--- config.mk ---
export PLATFORM = sky130hd
export DESIGN_NAME = regfile_dump_reader
export DESIGN_NICKNAME = d
export VERILOG_FILES = /design/src/rtl/regfile_dump_reader.sv
export SDC_FILE = /design/constraint.sdc
export NUM_CORES = 1
export LEC_CHECK = 0
export ABC_AREA = 1
export BUFFER_PORTS_ARGS = -buffer_cell sky130_fd_sc_hd__buf_2
export CAP_MARGIN = 10
export CORE_ASPECT_RATIO = 1.5
export CORE_MARGIN = 2
export CORE_UTILIZATION = 25
export DETAILED_ROUTE_END_ITERATION = 7
export GPL_ROUTABILITY_DRIVEN = 0
export PLACE_DENSITY = 0.49
export SLEW_MARGIN = 20
export SYNTH_ARGS = -nofsm -noshare
export SYNTH_HDL_FRONTEND = slang
export SYNTH_SLANG_ARGS = --single-unit
--- constraint.sdc ---
create_clock -name clk -period 3.1 [get_ports clk]
set_input_delay 0.93 -clock clk [delete_from_list [all_inputs] [get_ports clk]]
set_output_delay 0.93 -clock clk [all_outputs]
set_load 0.01 [all_outputs]
--- src/rtl/regfile_dump_reader.sv ---
// regfile_dump_reader
//   Walks registers 0..NUM_REGS-1 through a spare asynchronous read port of
//   the register file and streams each value out on a valid/ready interface.
//   The reader never writes the register file.
//
//   Optional build macro REGDUMP_CHECKSUM_EN: appends one extra beat after
//   the last register. That beat has out_index all ones and carries the XOR
//   of every value sent in the dump. In this build only that beat has
//   out_last set.
//
// Ports:
//   clk        system clock, rising edge
//   rst_n      asynchronous active-low reset
//   start      one-cycle dump request, sampled only while idle
//   busy       registered, high while a dump is in progress
//   rf_addr    register file read address
//   rf_rdata   combinational read data for rf_addr
//   out_valid  beat available
//   out_ready  consumer accepts the beat
//   out_index  register index of the current beat
//   out_data   register value of the current beat
//   out_last   final beat of the dump
//   done       one-cycle pulse after the final beat handshake
module regfile_dump_reader #(
    parameter int unsigned NUM_REGS = 32,
    parameter int unsigned ADDR_W   = 5,
    parameter int unsigned DATA_W   = 32
) (
    input  logic              clk,
    input  logic              rst_n,
    input  logic              start,
    output logic              busy,
    output logic [ADDR_W-1:0] rf_addr,
    input  logic [DATA_W-1:0] rf_rdata,
    output logic              out_valid,
    input  logic              out_ready,
    output logic [ADDR_W-1:0] out_index,
    output logic [DATA_W-1:0] out_data,
    output logic              out_last,
    output logic              done
);

    localparam logic [ADDR_W-1:0] LAST_IDX = ADDR_W'(NUM_REGS - 1);

`ifdef REGDUMP_CHECKSUM_EN
    typedef enum logic [2:0] {S_IDLE, S_FETCH, S_SEND, S_FINISH, S_CSUM} state_t;
    logic [DATA_W-1:0] acc;
`else
    typedef enum logic [1:0] {S_IDLE, S_FETCH, S_SEND, S_FINISH} state_t;
`endif

    state_t            state, state_nxt;
    logic [ADDR_W-1:0] idx;
    logic              hs;

    assign hs      = out_valid && out_ready;
    assign rf_addr = (state == S_FETCH) ? idx : '0;
    assign done    = (state == S_FINISH);

    always_ff @(posedge clk or negedge rst_n) begin
        if (!rst_n) state <= S_IDLE;
        else        state <= state_nxt;
    end

    always_comb begin
        state_nxt = state;
        case (state)
            S_IDLE:   if (start) state_nxt = S_FETCH;
            S_FETCH:  state_nxt = S_SEND;
            S_SEND: begin
                if (hs) begin
                    if (out_last) begin
                        state_nxt = S_FINISH;
`ifdef REGDUMP_CHECKSUM_EN
                    end else if (idx == LAST_IDX) begin
                        state_nxt = S_CSUM;
`endif
                    end else begin
                        state_nxt = S_FETCH;
                    end
                end
            end
`ifdef REGDUMP_CHECKSUM_EN
            S_CSUM:   state_nxt = S_SEND;
`endif
            S_FINISH: state_nxt = S_IDLE;
            default:  state_nxt = S_IDLE;
        endcase
    end

    always_ff @(posedge clk or negedge rst_n) begin
        if (!rst_n) begin
            idx       <= '0;
            busy      <= 1'b0;
            out_valid <= 1'b0;
            out_index <= '0;
            out_data  <= '0;
            out_last  <= 1'b0;
`ifdef REGDUMP_CHECKSUM_EN
            acc       <= '0;
`endif
        end else begin
            busy <= (state_nxt != S_IDLE);
            case (state)
                S_IDLE: begin
                    if (start) begin
                        idx <= '0;
`ifdef REGDUMP_CHECKSUM_EN
                        acc <= '0;
`endif
                    end
                end
                S_FETCH: begin
                    out_data  <= rf_rdata;
                    out_index <= idx;
                    out_valid <= 1'b1;
`ifdef REGDUMP_CHECKSUM_EN
                    out_last  <= 1'b0;
`else
                    out_last  <= (idx == LAST_IDX);
`endif
                end
                S_SEND: begin
                    if (hs) begin
                        out_valid <= 1'b0;
                        // Guarding on LAST_IDX keeps idx in range even when
                        // the checksum beat follows the last register.
                        if (!out_last && idx != LAST_IDX) idx <= idx + 1'b1;
`ifdef REGDUMP_CHECKSUM_EN
                        if (!out_last) acc <= acc ^ out_data;
`endif
                    end
                end
`ifdef REGDUMP_CHECKSUM_EN
                S_CSUM: begin
                    out_data  <= acc;
                    out_index <= '1;
                    out_last  <= 1'b1;
                    out_valid <= 1'b1;
                end
`endif
                S_FINISH: begin
                    out_last <= 1'b0;
                    idx      <= '0;
                end
                default: ;
            endcase
        end
    end

endmodule

==> flow_summary.ini <==
[yosys]
ys_seq_area_share_pct = 61.7
syn_inst = 157
avgSynthCellArea_um2 = 12.1
netlist_area_um2 = 1910
synth.net_count = 195
ys_warn_count = 0
synthDistinctLibCells = 14
synth_seq_cells = 47

[route]
wl_per_cell_um = 12.1
drt-initial-drc-count = 31
avgViaCountPerCell = 4.07
drc = 0
totalWireLength_um = 4180
postRouteAntennaNets = 0
vias = 1403
first_pass_iters = 4

[global_routing]
antenna_found_initial = 0
grt_pass1_wl_um = 6730
grt_pass1_vias = 1436
grt_use_total_pct = 10.8
grt_max_degree = 29
grt_overflow = 0

[final_layout]
fill_cells = 821
finalNetCount = 280
post-route-util_pct = 34.4
drive_gt1_share_pct = 51.0
layout.cells.most_common_list = buf_2, dfrtp_1, mux2_2
final_common_cell = buf_2
diodes = 0
area_delta_synth_final_pct = 35.6
finalNonFillerCells = 345

[die]
initial_core_util_pct = 25.4
die_area_um2 = 8350
die_y_um = 111
rows = 39
fp.dieW_um = 75.3
core_area_um2 = 7510
io_pins = 82

[cts]
clkSinkCount = 47
clock_path_buffers = 2
cts_buffers = 5
cts.clk_slew.worst_paths_ps = 60
ctsResizeCount = 0
cts_hold_buffers = 0
cts_tree = yes
root_buffer = clkbuf_16
clkLatencyLatePin_ps = 280
htree_levels = 2
cts_setup_buffers = 0

[sta]
tightest_slew_ps = 636
hold_viol_final = 0
rsz0062_at_grt = no
fin_crit_sh_pct = 80.5
fmax_mhz = 401
slew_headroom_pct = 57.5
finalMaxSlewViolations = 0
setup_violations = 0
clock_skew_ps = 5.81
tns_ps = 0
period_minus_slack_ps = 2490

[place]
place_inst = 337
numPortBuffers = 81
dp_hpwl_um = 3230

[power_and_ir_drop]
power_mw = 2.57
ir_drop_mv = 0.311
power_density_nw_per_um2 = 996
p_leak_nw = 1.30

[setup_path]
cp.required_ps = 2170
setup.worst_path.class = register to output pin
crit_chain = inv_1, nand2_2, nor2_1, buf_2
critical-path-max-stage-delay_ps = 390
crit_path_top_delay_cell = dfrtp_1
cp-end-kind = output pin
arrival_ps = 1560
path_max_fanout = 28
r2r_setup_slack_ps = 1240
start_kind = register

[status]
status = finished clean

[flow_run]
max-cap-violations = 0

[hold_path]
holdCritPathClass = register to register
[worst max-delay path, delay by kind of cell, from the launching register on]
| family | cells | cell delay [ps] |
|---|---|---|
| DFF | 1 | 390 |
| and+or+nand+nor | 2 | 600 |
| buffers and inverters | 2 | 290 |
[synth_stat cells]
master,n,area [um2]
a21oi_1,2,10.0
nand2_2,1,6.26
nand2_1,29,109
nand3_1,5,25.0
nand4_1,2,12.5
dfrtp_1,47,1180
buf_2,2,10.0
nor2_1,9,33.8
ha_1,2,25.0
o21ai_0,10,50.1
buf_6,3,33.8
mux2_2,32,360
xor2_1,1,8.76
inv_1,12,45.0
[area by class of cell]
cell class                 instances  area (um2)  share of cell area, %
timing repair buffer              83         420                   16.3
clock buffer                       6         139                   5.38
sequential                        47        1180                   45.5
clock inverter                     2        35.0                   1.36
inverter                          12        45.0                   1.74
multi-input combinational         93         641                   24.8
tap                              102         128                   4.94
[power by group]
part,switching [mW],internal (mW)
logic,0.484,0.471
clock network,0.216,0.401
registers,0.125,0.876
[routing by layer]
metal	wire (um)	GRT usage (%)
met1	1500	10.9
met4	92	4.91
met3	187	2.45
met5	0	0
met2	2400	19.8
[stage by stage]
stage | setup slack (ps) | cell area, um2 | hold slack (ps)
2_1_floorplan | 1230 | 1910 | 481
3_3_place_gp | 911 | 2410 | 462
3_5_place_dp | 872 | 2410 | 483
4_1_cts | 553 | 2580 | 499
5_1_grt | 448 | 2580 | 512
6_report | 606 | 2580 | 490
[logic make-up after synthesis]
logic type                 count (synthesis)  share of synthesized area, %
AOI/OAI and AO/OA                         12                          3.15
DFF                                       47                          61.7
and+or+nand+nor                           46                          9.78
xor gates and xnor gates                   1                         0.460
buffers and inverters                     17                          4.66
adders and majority gates                  2                          1.31
muxes                                     32                          18.9
[worst paths after layout]
kind / to / startpoint / depth (start not counted)
max reg2reg: out_data[31]$_DFFE_PN0P_ / state[1]$_DFF_PN0_ / 4
min: out_index[1]$_DFFE_PN0P_ / out_index[1]$_DFFE_PN0P_ / 2
min reg2reg: out_index[1]$_DFFE_PN0P_ / out_index[1]$_DFFE_PN0P_ / 2
max: rf_addr[0] / state[1]$_DFF_PN0_ / 4
max in group asynchronous: out_index[4]$_DFFE_PN0P_ / rst_n / 2
min in group asynchronous: out_data[7]$_DFFE_PN0P_ / rst_n / 1
[sequential cells by signal (all words and copies together), names as in the netlist]
signal / flops
idx: 5
state: 2
out_last: 1
out_valid: 1
out_index: 5
out_data: 32
busy: 1
Power figures use the tool's default switching activity.
